--- config.mk ---
export PLATFORM = sky130hd
export DESIGN_NAME = icache_ctrl
export DESIGN_NICKNAME = d
export VERILOG_FILES = /design/src/rtl/icache_ctrl_pkg.sv /design/src/rtl/icache_ctrl_sat_cnt.sv /design/src/rtl/icache_ctrl.sv
export SDC_FILE = /design/constraint.sdc
export NUM_CORES = 1
export LEC_CHECK = 0
export CAP_MARGIN = 5
export CORE_AREA = 2 2 283 285
export CTS_CLUSTER_DIAMETER = 40
export DETAILED_ROUTE_END_ITERATION = 6
export DIE_AREA = 0 0 285 287
export PLACE_DENSITY = 0.45
export SYNTH_ARGS = -nofsm -noshare
export SYNTH_HDL_FRONTEND = slang
export SYNTH_SLANG_ARGS = --single-unit
--- constraint.sdc ---
create_clock -name clk -period 6.94 [get_ports clk]
set_clock_uncertainty 0.15 [all_clocks]
set_input_delay 0.694 -clock clk [delete_from_list [all_inputs] [get_ports clk]]
set_output_delay 0.694 -clock clk [all_outputs]
set_load 0.03 [all_outputs]
--- src/rtl/icache_ctrl_pkg.sv ---
// Shared definitions for the L1 instruction-cache controller: FSM states,
// tag layout, RAM read/write encoding and address field helpers.
package icache_ctrl_pkg;

    typedef enum logic [1:0] {
        ST_ACCESS = 2'd0,
        ST_L2_REQ = 2'd1,
        ST_FILL   = 2'd2,
        ST_WAIT   = 2'd3
    } state_e;

    localparam int TAG_W         = 21;
    localparam int TAG_VALID_BIT = 20;
    localparam int TAG_ADDR_W    = 20;

    // RAM port direction encoding shared with itag_ram/data_ram
    localparam logic RW_READ  = 1'b0;
    localparam logic RW_WRITE = 1'b1;

    function automatic logic [TAG_ADDR_W-1:0] addr_tag(input logic [31:0] a);
        return a[31:12];
    endfunction

    function automatic logic [7:0] addr_index(input logic [31:0] a);
        return a[11:4];
    endfunction

    function automatic logic [1:0] addr_word(input logic [31:0] a);
        return a[3:2];
    endfunction

    // A way hits when its tag is valid and matches the address tag field
    function automatic logic tag_hit(input logic [TAG_W-1:0] t, input logic [31:0] a);
        return t[TAG_VALID_BIT] && (t[TAG_ADDR_W-1:0] == addr_tag(a));
    endfunction

    // Word 0 sits in the least significant 32 bits of the line
    function automatic logic [31:0] line_word(input logic [127:0] line, input logic [1:0] w);
        logic [31:0] word;
        case (w)
            2'd0:    word = line[31:0];
            2'd1:    word = line[63:32];
            2'd2:    word = line[95:64];
            2'd3:    word = line[127:96];
            default: word = line[31:0];
        endcase
        return word;
    endfunction

endpackage

--- src/rtl/icache_ctrl_sat_cnt.sv ---
// Saturating event counter used for the hit/miss performance counters.
// Once all-ones is reached the value holds until reset.
module icache_sat_cnt #(
    parameter int CNT_W = 16
) (
    input  logic             clk,
    input  logic             rst_n,
    input  logic             inc,
    output logic [CNT_W-1:0] cnt
);

    localparam logic [CNT_W-1:0] CNT_MAX = {CNT_W{1'b1}};
    localparam logic [CNT_W-1:0] CNT_ONE = {{(CNT_W-1){1'b0}}, 1'b1};

    logic [CNT_W-1:0] cnt_r;

    // Count events, sticking at the maximum value instead of wrapping
    always_ff @(posedge clk or negedge rst_n) begin
        if (!rst_n) begin
            cnt_r <= {CNT_W{1'b0}};
        end else if (inc && (cnt_r != CNT_MAX)) begin
            cnt_r <= cnt_r + CNT_ONE;
        end else begin
            cnt_r <= cnt_r;
        end
    end

    assign cnt = cnt_r;

endmodule

--- src/rtl/icache_ctrl.sv ---
// L1 instruction-cache controller: zero-cycle hit lookup against a 2-way tag
// RAM, miss handling through an L2 line request, a one-cycle victim fill and
// a replay access once the tag RAM reports the write done.
module icache_ctrl
    import icache_ctrl_pkg::*;
#(
    parameter int CNT_W = 16
) (
    input  logic             clk,
    input  logic             reset,
    input  logic             if_req,
    input  logic [31:0]      if_addr,
    output logic [31:0]      inst,
    output logic             inst_valid,
    output logic             miss_stall,
    output logic [7:0]       index,
    output logic [20:0]      tag_wd,
    output logic             tag0_rw,
    output logic             tag1_rw,
    output logic             data0_rw,
    output logic             data1_rw,
    output logic [127:0]     data_wd_l2,
    output logic             data_wd_l2_en,
    input  logic [20:0]      tag0_rd,
    input  logic [20:0]      tag1_rd,
    input  logic             lru,
    input  logic             complete,
    input  logic [127:0]     data0_rd,
    input  logic [127:0]     data1_rd,
    output logic             l2_rd_req,
    output logic [27:0]      l2_addr,
    input  logic             l2_rdy,
    input  logic [127:0]     l2_line,
    output logic [CNT_W-1:0] hit_cnt,
    output logic [CNT_W-1:0] miss_cnt
);

    state_e         state_r;
    state_e         state_nxt_s;
    logic [27:0]    miss_line_r;
    logic           victim_r;
    logic           replay_r;
    logic [127:0]   line_buf_r;

    logic           hit0_s;
    logic           hit1_s;
    logic           hit_any_s;
    logic [127:0]   hit_line_s;
    logic           victim_s;
    logic           miss_start_s;
    logic           buf_load_s;
    logic           inst_valid_s;
    logic           hit_inc_s;
    logic           addr_unused_s;

    // Byte offset bits never reach the instruction RAM
    assign addr_unused_s = ^if_addr[1:0];

    // Way lookup against the fetch address; way0 takes priority on a double hit
    always_comb begin
        hit0_s     = tag_hit(tag0_rd, if_addr);
        hit1_s     = tag_hit(tag1_rd, if_addr);
        hit_any_s  = hit0_s || hit1_s;
        hit_line_s = 128'd0;
        if (hit0_s) begin
            hit_line_s = data0_rd;
        end else if (hit1_s) begin
            hit_line_s = data1_rd;
        end else begin
            hit_line_s = 128'd0;
        end
    end

    // Victim choice: fill an invalid way first, otherwise the one not filled last
    always_comb begin
        victim_s = 1'b0;
        if (!tag0_rd[TAG_VALID_BIT]) begin
            victim_s = 1'b0;
        end else if (!tag1_rd[TAG_VALID_BIT]) begin
            victim_s = 1'b1;
        end else begin
            victim_s = lru;
        end
    end

    // RAM set index follows the fetch address only while looking up
    always_comb begin
        index = 8'd0;
        if (state_r == ST_ACCESS) begin
            index = addr_index(if_addr);
        end else begin
            index = miss_line_r[7:0];
        end
    end

    // Next-state and control decode for the miss-handling FSM
    always_comb begin
        state_nxt_s   = state_r;
        miss_stall    = 1'b0;
        l2_rd_req     = 1'b0;
        tag0_rw       = RW_READ;
        tag1_rw       = RW_READ;
        data0_rw      = RW_READ;
        data1_rw      = RW_READ;
        data_wd_l2_en = 1'b0;
        inst_valid_s  = 1'b0;
        miss_start_s  = 1'b0;
        buf_load_s    = 1'b0;
        case (state_r)
            ST_ACCESS: begin
                if (if_req && hit_any_s) begin
                    inst_valid_s = 1'b1;
                end else if (if_req) begin
                    miss_start_s = 1'b1;
                    miss_stall   = 1'b1;
                    state_nxt_s  = ST_L2_REQ;
                end else begin
                    state_nxt_s = ST_ACCESS;
                end
            end
            ST_L2_REQ: begin
                l2_rd_req  = 1'b1;
                miss_stall = 1'b1;
                if (l2_rdy) begin
                    buf_load_s  = 1'b1;
                    state_nxt_s = ST_FILL;
                end else begin
                    state_nxt_s = ST_L2_REQ;
                end
            end
            ST_FILL: begin
                miss_stall    = 1'b1;
                data_wd_l2_en = 1'b1;
                if (victim_r) begin
                    tag1_rw  = RW_WRITE;
                    data1_rw = RW_WRITE;
                end else begin
                    tag0_rw  = RW_WRITE;
                    data0_rw = RW_WRITE;
                end
                state_nxt_s = ST_WAIT;
            end
            ST_WAIT: begin
                miss_stall = 1'b1;
                if (complete) begin
                    state_nxt_s = ST_ACCESS;
                end else begin
                    state_nxt_s = ST_WAIT;
                end
            end
            default: begin
                state_nxt_s = ST_ACCESS;
            end
        endcase
    end

    // FSM state register
    always_ff @(posedge clk or negedge reset) begin
        if (!reset) begin
            state_r <= ST_ACCESS;
        end else begin
            state_r <= state_nxt_s;
        end
    end

    // Capture the missing line address and its victim way at miss detection
    always_ff @(posedge clk or negedge reset) begin
        if (!reset) begin
            miss_line_r <= 28'd0;
            victim_r    <= 1'b0;
        end else if (miss_start_s) begin
            miss_line_r <= if_addr[31:4];
            victim_r    <= victim_s;
        end else begin
            miss_line_r <= miss_line_r;
            victim_r    <= victim_r;
        end
    end

    // Hold the returned L2 line until the fill cycle writes it
    always_ff @(posedge clk or negedge reset) begin
        if (!reset) begin
            line_buf_r <= 128'd0;
        end else if (buf_load_s) begin
            line_buf_r <= l2_line;
        end else begin
            line_buf_r <= line_buf_r;
        end
    end

    // Mark the single ACCESS cycle that replays a completed miss
    always_ff @(posedge clk or negedge reset) begin
        if (!reset) begin
            replay_r <= 1'b0;
        end else if ((state_r == ST_WAIT) && complete) begin
            replay_r <= 1'b1;
        end else if (state_r == ST_ACCESS) begin
            replay_r <= 1'b0;
        end else begin
            replay_r <= replay_r;
        end
    end

    assign inst_valid = inst_valid_s;
    assign inst       = inst_valid_s ? line_word(hit_line_s, addr_word(if_addr)) : 32'd0;
    assign tag_wd     = {1'b1, miss_line_r[27:8]};
    assign data_wd_l2 = line_buf_r;
    assign l2_addr    = miss_line_r;
    assign hit_inc_s  = inst_valid_s && !replay_r;

    icache_sat_cnt #(.CNT_W(CNT_W)) u_hit_cnt (
        .clk   (clk),
        .rst_n (reset),
        .inc   (hit_inc_s),
        .cnt   (hit_cnt)
    );

    icache_sat_cnt #(.CNT_W(CNT_W)) u_miss_cnt (
        .clk   (clk),
        .rst_n (reset),
        .inc   (miss_start_s),
        .cnt   (miss_cnt)
    );

endmodule
# After elaboration in Yosys (flattened, before gate mapping)
# Index checks and enable logic that the tools add are counted.
# word_totals
word_cells	61
output_inout_bits	257
in_bits	464
regBits	192
# op_classes
mux	28
reduce_logical	13
n_eq_ne	11
addsub	2
# ops
op	count
$mux W128	2
$pmux W32 S4	1
$eq A20 B20 Y1	2
$add A16 B1 Y16 const B	2
$mux W32	1
$ne A16 B16 Y1 const B	2
$mux W1	18
$eq A2 B2 Y1 const B	4
$mux W8	1
$pmux W2 S4	1
$logic_and A1 B1 Y1	7
$mux W2	3
$eq A2 B1 Y1 const B	2
$logic_not A2 Y1	2
$reduce_or A3 Y1	1
$ne A2 B2 Y1 const B	1
$pmux W1 S2	1
$reduce_bool A2 Y1	1
$logic_not A1 Y1	1
$logic_or A1 B1 Y1	1

# Longest topological paths before layout
# Gate-level depths: netlist of run 1.
# logic_depth
depth_word	8
depth_mapped	10
mapped_depth_nobuf	8

# Cells and area by module
# From an unflattened synthesis of run 1, not the netlist that was laid out.
# unflattened
hier_cells	1058
hier_area_um2	11377.2
# by_module_without_submodules
mod	area_per_inst_um2	n_inst	cells_per_inst	seq_area_each_um2
icache_ctrl	9608.0	1	904	4003.8
icache_sat_cnt	884.6	2	77	400.4

# Worst setup path after synthesis of run 1
# Ideal clock, no wire load.
# synth_path
path_kind	input-to-output
startpoint	input port tag0_rd[10]
endpoint	output port inst[22]
slack_ns	3.594
arrival_time_ns	2.502
n_path_buf	3
required_time_ns	6.096
cell_stages	9
path_cell_list	xor2_1 nor4_1 nand4_1 or2_1 buf_2 clkbuf_1 clkbuf_1 o22ai_1 o21a_1
# synth_via
elab_chain_len	7
word_cells_on_any_way	9
classes_between	1 x eq/ne; 5 x mux; 3 x reduce/logical
# synth_rtl
item	line	rtl
from (decl)	icache_ctrl.sv:24	input logic [20:0] tag0_rd,
$eq A20 B20 Y1 *	icache_ctrl_pkg.sv:34	return t[TAG_VALID_BIT] && (t[TAG_ADDR_W-1:0] == addr_tag(a));
$logic_and A1 B1 Y1 *	icache_ctrl_pkg.sv:34	
$logic_or A1 B1 Y1	icache_ctrl.sv:63	hit_any_s = hit0_s || hit1_s;
$logic_and A1 B1 Y1	icache_ctrl.sv:111	if (if_req && hit_any_s) begin
$mux W1	icache_ctrl.sv:111	
$mux W1	icache_ctrl.sv:109	case (state_r)
$mux W32 *	icache_ctrl.sv:205	assign inst = inst_valid_s ? line_word(hit_line_s, addr_word(if_addr)) : 32'd0;
to (decl)	icache_ctrl.sv:13	output logic [31:0] inst,
# Mark *: on every way between the ends. The rest lies on a longest branch, timed or not.

# Worst setup path in the final report of run 1
# layout_path
startpoint	input port if_addr[20]
endpoint	output port inst[30]
# layout_via
elab_chain_len	7
word_cells_on_any_way	12
classes_between	2 x eq/ne; 6 x mux; 4 x reduce/logical
# layout_rtl
item	line	rtl
from (decl)	icache_ctrl.sv:12	input logic [31:0] if_addr,
branches (longest 6 deep; another with $mux W128)	n/a	
$mux W32 *	icache_ctrl.sv:205	
# Mark *: on every way between the ends.

==> results.cfg, run 1 <==
[run_status]
status = completed

[layout]
areaGrowthSynthToFinish_pct = 83.7
fin_util_pct = 24.9
final_nets = 2144
drive_above_1_share_pct = 14.4

[clocking]
clk_latency_ps = 480
cts_sinks = 192
cts_resized = 0
cts_tree = built
htree_levels = 4
cts_inserted_buffers = 17
cts_root_buffer = clkbuf_16
clockBufferDepth = 2
path_clk_slew_ps = 80

[job]
maxCapViolCount = 0

[floorplanning]
ios = 721
initial_core_util_pct = 13.5
dieArea_mm2 = 0.0818
dieWidth_um = 285
fp.dieH_um = 287
placementRows = 103
coreArea_mm2 = 0.0786

[logic_synthesis]
syn_area_per_cell_um2 = 10.5
syn-num-nets = 1480
synth_mux_area_share_pct = 21.0
synth_top_cell_area_share_pct = 45.2
synth_xor_area_share_pct = 5.68
synth_top_family_by_area = multiplexers
synth.distinct_cells = 49
ys_ff_latch = 192
syn_inst = 1014
yosys.area_share.simple_pct = 12.1
async_flop_share_pct = 100
ys_warn_count = 0
ys.flop_type = dfrtp_1
yosysTopAreaCell = dfrtp_1
synth_common_cells = 192 x dfrtp_1, 166 x mux2_2, 108 x nand2_1
synth_compound_area_share_pct = 11.2
synth_area_mm2 = 0.0106
synth_area_leaders = dfrtp_1 45%, mux2_2 18%, xor2_1 4.9%
ys_seq_area_share_pct = 45.2
synthAdderAreaFrac_pct = 0.235
synth_most_common_cell = dfrtp_1
synth_edf_count = 0

[detailed_routing]
antenna_left = 0
vias_per_cell = 3.86
first_pass_iters = 5
drc_errors = 0
totalWireLength_mm = 59.5
vias = 10600
drtIter0Drc = 413
wl_per_cell_um = 21.7

[global_routing]
grt_max_degree = 71
grt_pass1_wl_mm = 84.0
grt_pass1_vias = 11400
overflow = 0
antenna_found_initial = 5
grt_usage_pct = 14.2

[worst_setup_path]
rrSetupSlack_ps = 4000
startpoint_type = primary input
cp.arrival_ps = 4720
required_ps = 6100
cp-end-kind = output pin
criticalPathCategory = in -> out
worstPathMaxFanout = 32

[timing]
period_minus_slack_ps = 5570
final.period_utilization_pct = 80.2
hold_viol_final = 0
worstMarginPinSlew_ps = 999
finalSetupViolCount = 0
rsz0062_at_grt = false
maxSlewViolCount = 0
finalSetupTns_ps = 0
max-slew-margin-rel_pct = 33.4
fmax_mhz = 180

[power]
p_int_mw = 3.92
peakVddDrop_mv = 0.260
power.switching_mw = 3.06
switching_share_pct = 43.9
combPwrFrac_pct = 56.0
clockPowerShare_pct = 16.4
power_density_mw_per_mm2 = 358
leakage_nw = 7.63
fin_total_pwr_mw = 6.98
seqPwrFrac_pct = 27.6

[place]
portBuffers = 717
hpwl_mm = 47.9
place_congestion = 0.926

[worst_hold_path]
hold_class = reg -> reg
-- layout make-up --
type                       instances  area (um^2)
clock buffer                      17          425
fill                            8379        59100
tap                             1050         1310
antenna                            2         5.00
inverter                           9         33.8
sequential                       192         4800
clock inverter                    15          239
multi-input combinational        719         5370
timing repair buffer             739         7350
-- power by group through the flow --
stage	combinational [mW]	sequential (mW)	clock, mW
2_1_floorplan	1.14	2.85	0
3_3_place_gp	3.98	1.93	0
3_5_place_dp	3.98	1.95	0
4_1_cts	3.99	1.94	1.22
5_1_grt	4.12	2.00	1.25
6_report	3.91	1.93	1.15
-- cells in the final DEF (no fill, tap or decap), drive strengths merged, types with 4 or more instances in the layout --
master         instances
nand2                108
o22ai                 30
clkinv                 5
nor4b                  5
and2                   5
nor3b                  4
dfrtp                192
inv                   18
nor3                   7
o21a                  30
nand3                  9
buf                   22
xor2                  59
clkdlybuf4s50        715
clkbuf                18
mux2                 166
and4                   5
mux2i                 32
and3                   8
nand4                  7
nor2b                 35
a31oi                 32
nor4                  13
nor2                  36
a21oi                 94
xnor2                 10
-- worst max-delay path, cell delays in order --
cell,delay (ps)
clkdlybuf4s50_1,550
xor2_1,220
nor4_1,480
buf_4,200
nand4_1,90
or2_1,520
a21o_1,290
buf_4,260
a31oi_1,410
o31a_1,220
clkdlybuf4s50_1,720
-- through the flow --
step                      hold slack (ps)  cells  setup WS [ps]  cell area (um^2)
after detailed placement              332   2708           1250             18900
after global routing                  362   2741           1150             19500
final                                 347   2743           1370             19500
after CTS                             349   2741           1240             19500
after global placement                329   2708           1190             18900
after floorplan                       248   1014           3590             10600
-- final timing paths --
| path | from | end | cells past startpoint |
|---|---|---|---|
| min in group asynchronous | reset | data_wd_l2[7] | 2 |
| hold reg to reg | u_miss_cnt.cnt[7] | u_miss_cnt.cnt[7] | 1 |
| hold / removal | u_miss_cnt.cnt[7] | u_miss_cnt.cnt[7] | 1 |
| max in group asynchronous | reset | u_miss_cnt.cnt[0] | 3 |
| setup / recovery | if_addr[20] | inst[30] | 11 |
| setup reg to reg | state_r[0] | u_hit_cnt.cnt[13] | 5 |
-- layer usage --
metal  track usage [%]  up-vias  wire [um]  part of all wire (%)
met5                 0        -          0                     0
met3              5.52       33       5440                   9.1
met1              16.2     5193      23600                    40
met2              25.0      495      29900                    50
li1                  -     4877          -                     -
met4              2.79        0        584                  0.98
-- state kept, by name, indices dropped and copies added (netlist names) --
register and cells:
victim_r 1, replay_r 1, l2_addr 28, u_hit_cnt.cnt 16, u_miss_cnt.cnt 16, data_wd_l2 128
state_r 2
-- logic make-up after synthesis --
kind of cell,Yosys count
muxes,200
adders and majority gates,2
AOI/OAI and AO/OA,197
and+or+nand+nor,250
buffers and inverters,103
other,1
xor gates and xnor gates,69
DFF,192
-- repair_timing --
item,CTS,global route
hold buffers,1,0
buffers inserted,0,0
endpoints found under the hold margin,55,0
setup endpoints to repair,0,0
Power figures use the tool's default switching activity.
==> run 2, diff against run 1 <==
Clock period 6.94 ns to 5.5 ns, I/O delays scaled along.
==> run 2 against run 1 <==
Cell area is 0.53% higher. Sequential cell count stayed put. First-iteration DRC count is 16% lower. Clock power is 25% higher. Largest cell class unchanged. Critical endpoint is now inst[27].
==> results.cfg, run 2 (synthesized netlist as in run 1, its figures left out) <==
[timing]
finalSetupViolCount = 0
maxSlewViolCount = 0
period_minus_slack_ps = 4690
rsz0062_at_grt = false
max-slew-margin-rel_pct = 12.6
final.period_utilization_pct = 85.3
worstMarginPinSlew_ps = 1310
fmax_mhz = 213
finalSetupTns_ps = 0
worst_slack_ps = 809
hold-worst-slack_ps = 345
hold_viol_final = 0

[global_routing]
antenna_found_initial = 4
grt_usage_pct = 14.1
grt_pass1_vias = 11500
grt_pass1_wl_mm = 84.0
overflow = 0
grt_max_degree = 111

[layout]
fill_cells = 8422
drive_above_1_share_pct = 16.3
largest_reg_flops = 128
fin_cells = 2742
fin_util_pct = 25.0
areaGrowthSynthToFinish_pct = 84.6
final_nets = 2144
fin_area_mm2 = 0.0196
final_common_cell = clkdlybuf4s50_1
final_cell_mix = 683 x clkdlybuf4s50_1, 192 x dfrtp_1, 166 x mux2_2

[worst_hold_path]
worstHoldStart = u_hit_cnt.cnt[14]
hold_path_depth = 1
worst_hold_path.endpoint = u_hit_cnt.cnt[14]
hold_class = reg -> reg

[clocking]
clk_latency_ps = 480
cts_sinks = 192
cts_inserted_buffers = 17
clockBufferDepth = 2
cts_root_buffer = clkbuf_16
htree_levels = 4
path_clk_slew_ps = 80
cts_tree = built

[worst_setup_path]
worstPathMaxFanout = 14
cpPeakStageDelay_ps = 660
rrSetupSlack_ps = 2650
criticalPathCategory = in -> out
r2r_start = state_r[1]
reg2reg_depth = 5
path_buf_inv = 3
cp.arrival_ps = 3990
startpoint_type = primary input
crit_family = simple AND/OR/NAND/NOR gates
r2r_end = u_hit_cnt.cnt[13]
crit_slowest_cell = nor4_1
crit_chain = clkdlybuf4s50_1 > xor2_1 > nor4_1 > nand4_1 > or2_1 > a21o_1 > buf_4 > a31oi_1 > o21a_1 > buf_12
cp-end-kind = output pin
required_ps = 4800

[run_status]
status = completed

[place]
postPlaceCellArea_mm2 = 0.0190
hpwl_mm = 48.2
portBuffers = 717
dp_slack_ps = 655
place_congestion = 0.964
dpl.cell_count = 2708

[detailed_routing]
vias = 10600
antenna_left = 0
wl_per_cell_um = 21.8
vias_per_cell = 3.87
drc_errors = 0
drtIter0Drc = 346
totalWireLength_mm = 59.6
first_pass_iters = 5

[power]
fin_total_pwr_mw = 8.84
power_density_mw_per_mm2 = 450
peakVddDrop_mv = 0.341
leakage_nw = 7.74

[floorplanning]
placementRows = 103
dieArea_mm2 = 0.0818
fp.dieH_um = 287
ios = 721
coreArea_mm2 = 0.0786
dieWidth_um = 285
initial_core_util_pct = 13.5

[job]
maxCapViolCount = 0
[run 2: cell count changes in the layout (fill, tap and decap cells not counted), sizes merged]
cell / delta
buf: +32
bufinv: -1
clkdlybuf4s50: -32
clkinv: -4
diode: -1
inv: +5
[run 2: worst register-to-register path, cell delays in order (launching register included)]
cell	delay, ps
dfrtp_1	460
nor2_2	420
nand2_1	500
a211oi_2	750
and4bb_2	350
xor2_1	150
[run 2: worst max path at each step]
stage,from,end,slack [ps],cells past startpoint
after floorplan,tag0_rd[10],inst[22],2440,9
after global placement,if_addr[20],inst[27],690,10
after detailed placement,if_addr[20],inst[27],650,10
after CTS,if_addr[20],inst[25],650,10
after global routing,if_addr[20],inst[27],550,10
final,if_addr[20],inst[27],810,10
[run 2: timing repair]
action                    CTS  global route
hold buffers                1             0
hold endpoints to repair   10             0
gates resized for setup     0             0
buffers inserted            0             0
[run 2: final cells by class]
| type | count | area [um^2] | area share, % |
|---|---|---|---|
| clock buffer | 17 | 425 | 2.17 |
| tap | 1050 | 1310 | 6.69 |
| inverter | 9 | 33.8 | 0.172 |
| clock inverter | 15 | 236 | 1.20 |
| timing repair buffer | 739 | 7450 | 38.0 |
| antenna | 1 | 2.50 | 0.0127 |
| multi-input combinational | 719 | 5370 | 27.3 |
| sequential | 192 | 4800 | 24.5 |
[run 2: power by group]
part           total (mW)  switching, mW  leakage [nW]  internal [mW]
Sequential           2.46          0.424          2.31           2.04
Clock                1.44          0.777         0.322          0.663
Combinational        4.94           2.71          5.11           2.23
[run 2: routing by layer]
metal	track usage (%)	up-vias	part of all wire, %
met2	25.0	511	50
met1	16.2	5158	40
li1	-	4892	-
met4	2.53	0	0.93
met3	5.52	40	9.1
met5	0	-	0
==> run 3, diff against run 2 <==
Settings changed: DONT_BUFFER_PORTS set to 1, PLACE_DENSITY 0.45 to not set.
==> run 3 against run 2 <==
Non-clock buffer count is 716 lower. Clock power shrank 12%. Cell count fell by 26%. Core utilization down 9.3 points. Highest routed layer is now met5. Sequential power up 63%. Largest power group is now sequential cells. Setup slack better by 45 ps.
==> results.cfg, run 3 (synthesized netlist as in run 1, its figures left out) <==
[run_status]
status = completed

[power]
leakage_nw = 4.85
power_density_mw_per_mm2 = 544
fin_total_pwr_mw = 6.72
peakVddDrop_mv = 0.375

[layout]
areaGrowthSynthToFinish_pct = 16.3
diodes = 0
fin_cells = 2025
largest_reg_flops = 128
fill_cells = 8729
drive_above_1_share_pct = 24.2
final_common_cell = dfrtp_1
final_cell_mix = 192 x dfrtp_1, 166 x mux2_2, 107 x nand2_1
final_nets = 1428

[worst_hold_path]
hold_class = in -> reg
hold_path_depth = 1
worst_hold_path.endpoint = l2_addr[1]
worstHoldStart = if_addr[5]

[clocking]
path_clk_slew_ps = 90
cts_root_buffer = clkbuf_16
clk_latency_ps = 470
post_cts_buffers = 0
cts_sinks = 192
htree_levels = 4
cts_resized = 0
hold_buffers = 10
clockBufferDepth = 2
cts_inserted_buffers = 17
cts_tree = built

[job]
maxCapViolCount = 0

[place]
place_congestion = 0.948
portBuffers = 0
hpwl_mm = 34.5
dpl.cell_count = 1982

[worst_setup_path]
cp-end-kind = output pin
r2r_start = state_r[0]
cp.arrival_ps = 3950
required_ps = 4800
reg2reg_depth = 7
r2r_end = u_hit_cnt.cnt[12]
rrSetupSlack_ps = 2290
criticalPathCategory = in -> out
worstPathMaxFanout = 32
startpoint_type = primary input

[timing]
finalSetupTns_ps = 0
rsz0062_at_grt = false
fmax_mhz = 215
maxSlewViolCount = 0
period_minus_slack_ps = 4650
hold_viol_final = 0
max-slew-margin-rel_pct = 9.82
final.period_utilization_pct = 84.5
worstMarginPinSlew_ps = 1350
finalSetupViolCount = 0

[global_routing]
grt_max_degree = 193
grt_usage_pct = 9.94
antenna_found_initial = 11
grt_pass1_wl_mm = 58.8
overflow = 0
grt_pass1_vias = 8270

[floorplanning]
initial_core_util_pct = 13.5
placementRows = 103
ios = 721
dieArea_mm2 = 0.0818
fp.dieH_um = 287
dieWidth_um = 285
coreArea_mm2 = 0.0786

[detailed_routing]
antenna_left = 0
wl_per_cell_um = 21.3
drc_errors = 0
drtIter0Drc = 514
vias_per_cell = 4.03
vias = 8164
first_pass_iters = 5
totalWireLength_mm = 43.2
## run 3: changes by cell type in the layout (fill, tap and decap cells not counted), sizes merged
cell / previous run / this run
dlygate4sd3: 1 / 9
clkdlybuf4s50: 683 / 0
buf: 54 / 14
diode: 1 / 0
clkinv: 1 / 9
clkbuf: 18 / 17
inv: 23 / 15
## run 3: through the flow
| stage | utilization (%) | worst slack, ps | hold slack [ps] | area [um^2] |
|---|---|---|---|---|
| after floorplan | - | 2440 | 104 | 10600 |
| after global placement | 14.8 | 1140 | 108 | 11600 |
| after detailed placement | 14.8 | 1090 | 107 | 11600 |
| after CTS | 15.7 | 1090 | 0.0926 | 12300 |
| after global routing | 15.7 | 718 | 19.2 | 12400 |
| final | 15.7 | 854 | 70.9 | 12400 |
## run 3: worst max path at each step
stage / cells past startpoint / end / startpoint
2_1_floorplan: 9 / inst[22] / tag0_rd[10]
3_3_place_gp: 7 / inst[25] / tag0_rd[10]
3_5_place_dp: 7 / inst[25] / tag0_rd[10]
4_1_cts: 7 / inst[25] / tag0_rd[10]
5_1_grt: 7 / inst[25] / tag0_rd[10]
6_report: 7 / inst[25] / tag0_rd[10]
## run 3: cell type report
class                      count  area [um^2]  area share (%)
inverter                       9         33.8           0.273
multi-input combinational    719         5370            43.4
sequential                   192         4800            38.9
clock buffer                  17          425            3.44
clock inverter                15          169            1.37
tap                         1050         1310            10.6
timing repair buffer          23          248            2.00
## run 3: where the power goes
| part | switching [mW] | leakage [nW] | internal, mW |
|---|---|---|---|
| logic | 0.682 | 2.25 | 0.748 |
| registers | 2.01 | 2.31 | 2.01 |
| clock network | 0.662 | 0.292 | 0.612 |
## run 3: worst max-delay path, stage by stage
cell and delay [ps]:
xor2_1 140, nor4_1 600, nand4_1 450, or2_2 590, a21o_1 680, a31oi_1 520, o21a_1 400
## run 3: layer usage
metal	track usage, %	wire, um	vias up
li1	-	-	3439
met2	17.1	21600	626
met5	0	53	-
met4	3.74	1340	10
met1	10.5	15000	3992
met3	4.91	5250	97
